--- config.mk ---
export PLATFORM = sky130hd
export DESIGN_NAME = display_scan_ctrl
export DESIGN_NICKNAME = d
export VERILOG_FILES = /design/src/rtl/display_scan_ctrl.sv
export SDC_FILE = /design/constraint.sdc
export NUM_CORES = 1
export LEC_CHECK = 0
export CAP_MARGIN = 5
export CORE_MARGIN = 1
export CORE_UTILIZATION = 45
export DETAILED_ROUTE_END_ITERATION = 10
export PLACE_DENSITY = 0.7
export REMOVE_ABC_BUFFERS = 1
export SLEW_MARGIN = 25
export SYNTH_ARGS = -nofsm -noshare
export SYNTH_HDL_FRONTEND = slang
export SYNTH_SLANG_ARGS = --single-unit
--- constraint.sdc ---
create_clock -name clock -period 8.5 [get_ports clock]
set_input_delay 1.275 -clock clock [delete_from_list [all_inputs] [get_ports clock]]
set_output_delay 1.275 -clock clock [all_outputs]
set_load 0.01 [all_outputs]
--- src/rtl/display_scan_ctrl.sv ---
// display_scan_ctrl
//
// Captures a signed 32-bit result, runs it through the external binary-to-BCD
// converter with a start/done handshake, and time-multiplexes the eight digits
// of the seven-segment display in a single clock domain.
//
// Build option: define DISPLAY_SCAN_BLANK_EN to insert BLANK_CYCLES of dead
// time (all digits off) at the start of every digit slot.
//
// Parameters:
//   TICK_DIV     clock cycles per digit slot (>= 2*BLANK_CYCLES)
//   BLANK_CYCLES dead-time cycles per slot (DISPLAY_SCAN_BLANK_EN only)
//
// Ports:
//   clock        system clock
//   reset        synchronous, active-high reset
//   value        two's-complement result to display
//   update       one-cycle request to capture value
//   show_in_hex  1 = hex digits of the magnitude, 0 = decimal (live)
//   conv_bin     magnitude presented to the converter
//   conv_start   one-cycle converter start pulse
//   conv_done    one-cycle converter completion pulse
//   conv_bcd     8-digit BCD result, valid with conv_done
//   control      active-low digit enables, bit n = digit n (0 = rightmost)
//   digit_code   symbol for the active digit: 0-15, 18 = minus, 31 = empty
//   busy         conversion in flight or pending
//   overflow     captured value cannot be shown in the current mode

module display_scan_ctrl #(
  parameter int unsigned TICK_DIV     = 8192,
  parameter int unsigned BLANK_CYCLES = 64
) (
  input  logic        clock,
  input  logic        reset,
  input  logic [31:0] value,
  input  logic        update,
  input  logic        show_in_hex,
  output logic [31:0] conv_bin,
  output logic        conv_start,
  input  logic        conv_done,
  input  logic [31:0] conv_bcd,
  output logic [7:0]  control,
  output logic [4:0]  digit_code,
  output logic        busy,
  output logic        overflow
);

  localparam int unsigned CntW      = (TICK_DIV > 1) ? $clog2(TICK_DIV) : 1;
  localparam logic [4:0]  CodeMinus = 5'd18;
  localparam logic [4:0]  CodeEmpty = 5'd31;
  localparam logic [31:0] DecMax    = 32'd99999999;

  if ((TICK_DIV < 2) || (TICK_DIV < 2 * BLANK_CYCLES)) begin : g_cfg_check
    $error("display_scan_ctrl: TICK_DIV must be >= 2 and >= 2*BLANK_CYCLES");
  end

  typedef enum logic [1:0] {StIdle, StStart, StWait} state_e;

  state_e      state_q, state_d;
  logic        pending_q;
  logic        sign_q, sign_n_q;
  logic [31:0] mag_q, mag_n_q;
  logic        ovf_dec_q, ovf_n_q;
  logic [31:0] bcd_q;
  logic [CntW-1:0] slot_cnt_q;
  logic [2:0]  digit_sel_q;

  // Decoded view of the value bus; -2^31 wraps to magnitude 0x80000000.
  logic        cap_sign;
  logic [31:0] cap_mag;
  logic        cap_ovf;

  always_comb begin
    cap_sign = value[31];
    cap_mag  = cap_sign ? (~value + 32'd1) : value;
    cap_ovf  = cap_mag > DecMax;
  end

  // ---------------------------------------------------------------------------
  // Conversion FSM
  // ---------------------------------------------------------------------------
  always_ff @(posedge clock) begin
    if (reset) begin
      state_q <= StIdle;
    end else begin
      state_q <= state_d;
    end
  end

  always_comb begin
    state_d = state_q;
    unique case (state_q)
      StIdle:  if (update) state_d = StStart;
      StStart: state_d = StWait;
      // An update coinciding with done counts as pending so it is not lost.
      StWait:  if (conv_done) state_d = (pending_q || update) ? StStart : StIdle;
      default: state_d = StIdle;
    endcase
  end

  always_comb begin
    conv_start = (state_q == StStart);
    conv_bin   = mag_q;
    busy       = (state_q != StIdle) || pending_q;
  end

  // Capture, shadow and result registers. The live registers only change in
  // IDLE or on the WAIT->START transition, so conv_bin is stable while the
  // converter works.
  always_ff @(posedge clock) begin
    if (reset) begin
      pending_q <= 1'b0;
      sign_q    <= 1'b0;
      mag_q     <= '0;
      ovf_dec_q <= 1'b0;
      sign_n_q  <= 1'b0;
      mag_n_q   <= '0;
      ovf_n_q   <= 1'b0;
      bcd_q     <= '0;
    end else begin
      if (state_q == StIdle) begin
        if (update) begin
          sign_q    <= cap_sign;
          mag_q     <= cap_mag;
          ovf_dec_q <= cap_ovf;
        end
      end else if (update) begin
        sign_n_q  <= cap_sign;
        mag_n_q   <= cap_mag;
        ovf_n_q   <= cap_ovf;
        pending_q <= 1'b1;
      end

      if ((state_q == StWait) && conv_done) begin
        bcd_q <= conv_bcd;
        if (pending_q || update) begin
          pending_q <= 1'b0;
          // Newest request wins: a same-cycle update bypasses the shadow.
          sign_q    <= update ? cap_sign : sign_n_q;
          mag_q     <= update ? cap_mag  : mag_n_q;
          ovf_dec_q <= update ? cap_ovf  : ovf_n_q;
        end
      end
    end
  end

  // ---------------------------------------------------------------------------
  // Digit scan
  // ---------------------------------------------------------------------------
  always_ff @(posedge clock) begin
    if (reset) begin
      slot_cnt_q  <= '0;
      digit_sel_q <= '0;
    end else if (slot_cnt_q == CntW'(TICK_DIV - 1)) begin
      slot_cnt_q  <= '0;
      digit_sel_q <= digit_sel_q + 3'd1;
    end else begin
      slot_cnt_q  <= slot_cnt_q + 1'b1;
    end
  end

  always_comb begin
    control = ~(8'd1 << digit_sel_q);
`ifdef DISPLAY_SCAN_BLANK_EN
    if (slot_cnt_q < CntW'(BLANK_CYCLES)) begin
      control = 8'hFF;
    end
`endif
  end

  // ---------------------------------------------------------------------------
  // Symbol selection
  // ---------------------------------------------------------------------------
  logic [31:0] word;
  logic [4:0]  shamt;
  logic [3:0]  nib;
  logic        upper_nz;

  always_comb begin
    word     = show_in_hex ? mag_q : bcd_q;
    // In hex the top digit is taken by the minus sign, so a negative value
    // needing all eight nibbles cannot be shown.
    overflow = show_in_hex ? (sign_q && (mag_q[31:28] != 4'd0)) : ovf_dec_q;
    shamt    = {digit_sel_q, 2'b00};
    nib      = word[shamt +: 4];
    // Nonzero at or above this digit: otherwise it is a leading zero.
    upper_nz = (word >> shamt) != 32'd0;

    if (overflow) begin
      digit_code = CodeMinus;
    end else if (digit_sel_q == 3'd0) begin
      digit_code = {1'b0, nib};
    end else if (digit_sel_q == 3'd7) begin
      if (sign_q) begin
        digit_code = CodeMinus;
      end else begin
        digit_code = (nib != 4'd0) ? {1'b0, nib} : CodeEmpty;
      end
    end else begin
      digit_code = upper_nz ? {1'b0, nib} : CodeEmpty;
    end
  end

endmodule

==> impl_metrics.tcl <==
set metrics [dict create \
    status "finished with violations" \
    violations "DRC" \
    start_util_pct 46.6 \
    overflow 0 \
    hold_viol_final 0 \
    port_buffers 116 \
    drt_iter0_markers 460 \
    cts_hold_buf 0 \
    rsz0062_at_grt "no" \
    die_w_um 125 \
    max_clock_freq_mhz 170 \
    diodes 0 \
    via_per_inst 5.96 \
    cp-end-kind "output port" \
    synth_area_leader_cell "dfxtp_1" \
    crit_required_ns 7.22 \
    path_max_fanout 31 \
    multi_input_area_sq_um 4140 \
    synth_compound_area_share_pct 20.7 \
    synthAdderAreaFrac_pct 1.47 \
    post_cts_buffers 0 \
    rows 44 \
    holdCritPathClass "reg -> reg" \
    crit_buf_inv 3 \
    path_clk_slew_ns 0.05 \
    ys_ff_latch 119 \
    crit_start "show_in_hex" \
    crit_slowest_cell "clkdlybuf4s50_1" \
    r2r_cells 6 \
    final_area_sq_um 8660 \
    ys_warn_count 0 \
    grt_max_degree 104 \
    cts_sinks 119 \
    wl_per_cell_um 17.1 \
    cpMostUsedCell "clkdlybuf4s50_1" \
    path_class "in -> out" \
    post-route-period-util_pct 69.4 \
    drv_cap 0 \
    synth.mux.area_fraction_pct 7.98 \
    crit_chain "clkdlybuf4s50_1, buf_4, mux4_2, or3_1, a2111oi_0, a31oi_1, o41ai_1, nand3_1, nand2_1, clkdlybuf4s50_1" \
    crit_arrival_ns 4.62 \
    syn_inst 828 \
    vias 6558 \
    clk_latency_ns 0.42 \
    hold_start "mag_n_q[31]" \
    relSlewSlack_pct 43.3 \
    numCtsBuffers 17 \
    synth_top_area_share_pct 34.9 \
    synth_xor_area_share_pct 4.88 \
    drv_slew 0 \
    startpoint_type "input pin" \
    synth_simple_gate_area_share_pct 25.3 \
    grt_pass1_vias 5998 \
    nets 981 \
    cts-resized-gates 0 \
    dp_hpwl_um 13100 \
    slowest_delay_ns 0.53 \
    syn2layout_area_growth_pct 26.9 \
    drc 14 \
    grt_pass1_wl_um 30600 \
    tns_ns 0 \
    final_util_pct 59.1 \
    core_sq_um 14600 \
    worstReg2RegStart "state_q[1]" \
    crit_family "buffers and inverters" \
    n_fill_cell 1354 \
    reg2reg_slack_ns 5.68 \
    place.gp.congestion 0.877 \
    synth_edf_count 0 \
    finalCriticalPeriod_ns 5.90 \
    die_y_um 125 \
    num_io_pins 117 \
    yosysMostFrequentCell "dfxtp_1" \
    place_area_sq_um 8010 \
    final_antenna_net_count 0 \
    post_synth.cell_area_avg_sq_um 8.24 \
    antenna_found_initial 0 \
    grt_usage_pct 24.5 \
    htreeDepth 4 \
    finalNonFillerCells 1101 \
    cts_tree "yes" \
    netlist_area_sq_um 6820 \
    ys_seq_area_share_pct 34.9 \
    dp_cells 1069 \
    r2r_end "conv_bin[5]" \
    hold_end "mag_n_q[31]" \
    synthTopCellsByCount "119 x dfxtp_1, 111 x nor2_1, 97 x nand2_1, 60 x a211oi_1, 55 x clkbuf_1" \
    drive_gt1_share_pct 9.38 \
    yosysUniqueCellTypes 65 \
    worst_slew_pin_slew_ns 0.841 \
    regArea_sq_um 2380 \
    dr.pass1.iters 8 \
    hold_depth 2 \
    irDropWorstVdd_mv 0.154 \
    clock_path_buffers 2 \
    synth_top_family_by_area "simple AND/OR/NAND/NOR gates" \
    synthArstFlopShare_pct 0 \
    die-area_sq_um 15700 \
    setup_viol 0 \
    synthTopCellsByArea "dfxtp_1 35%, a211oi_1 6.6%, nor2_1 6.1%, nand2_1 5.3%, mux4_2 5.3%" \
    ys.flop_type "dfxtp_1" \
    wirelength_um 18900 \
    leakage_nw 3.13 \
    p_per_area_nw_per_um2 192 \
    root_buffer "clkbuf_16" \
    fin_skew_ns 0.00599 \
]
[routing by layer]
layer,global-route usage (%),vias to the layer above,share of wire (%)
met4,8.46,0,2.0
met1,32.4,3109,46
met5,0,-,0
li1,-,3193,-
met2,39.3,220,46
met3,5.48,36,5.3
[flip-flops by register name (all words and copies together), names as in the netlist]
register / cells
sign_n_q: 1
state_q: 2
sign_q: 1
mag_n_q: 32
ovf_dec_q: 1
ovf_n_q: 1
slot_cnt_q: 13
conv_bin: 32
bcd_q: 32
pending_q: 1
digit_sel_q: 3
[tightest hold or removal path: cells and delay by family, from the launching register on]
kind,cells,cell delay (ns)
AOI/OAI and AO/OA,1,0.05
DFF,1,0.30
and+or+nand+nor,1,0.05
[cell type report]
cell class / instances / area share, %
multi-input combinational: 630 / 47.8
sequential: 119 / 27.5
timing repair buffer: 124 / 14.1
clock buffer: 26 / 6.11
tap: 184 / 2.66
clock inverter: 6 / 1.27
inverter: 12 / 0.520
[how the worst max path moves through the flow]
stage | end | slack (ns) | depth (start not counted)
after floorplan | conv_bin[3] | 3.85 | 6
after global placement | digit_code[0] | 2.63 | 10
after detailed placement | digit_code[4] | 2.65 | 10
after CTS | digit_code[0] | 2.64 | 10
after global routing | digit_code[0] | 2.38 | 10
final | digit_code[0] | 2.60 | 10
[through the flow]
stage	power [mW]	setup slack [ns]	hold WS, ns
after floorplan	0.766	3.85	0.427
after global placement	0.901	2.63	0.442
after detailed placement	0.904	2.65	0.448
after CTS	1.67	2.64	0.455
after global routing	1.72	2.38	0.472
final	1.66	2.60	0.451
[power by group]
part,total [mW],switching [mW],internal [mW]
Clock,0.765,0.250,0.515
Sequential,0.630,0.0391,0.591
Combinational,0.267,0.137,0.130
Total,1.66,0.425,1.24
[logic make-up (layout without fill, tap and decap cells)]
| kind of cell | after synthesis | in the layout |
|---|---|---|
| compound gates | 199 | 199 |
| xor+xnor | 38 | 38 |
| fa+ha+maj | 8 | 8 |
| buf+inv | 79 | 168 |
| flops | 119 | 119 |
| mux | 34 | 34 |
| simple gates | 351 | 351 |
[layout by cell type (no fill, tap or decap), types with 4 or more instances in the layout]
cell type	netlist	routed
inv_1	9	9
nand4_1	4	4
xor2_1	25	25
nand2_1	97	97
a31oi_1	6	6
nor4_1	11	11
buf_4	1	8
or2_2	6	6
a211oi_1	60	60
ha_1	8	8
nand3b_1	4	4
o31ai_1	5	5
mux2i_1	15	15
o21ai_0	15	15
nor2_1	111	109
o41ai_1	7	7
clkdlybuf4s50_1	0	115
mux4_2	16	16
nand2b_1	6	6
nor3_1	18	18
a21oi_1	47	47
o211ai_1	4	4
a2111oi_0	29	29
nand3_1	13	13
dfxtp_1	119	119
clkbuf_16	0	17
xnor2_1	13	13
or3_1	11	11
or4_1	13	13
clkbuf_8	0	7
nor2b_1	34	34
o22ai_1	6	5
(Power assumes the default switching activity.)
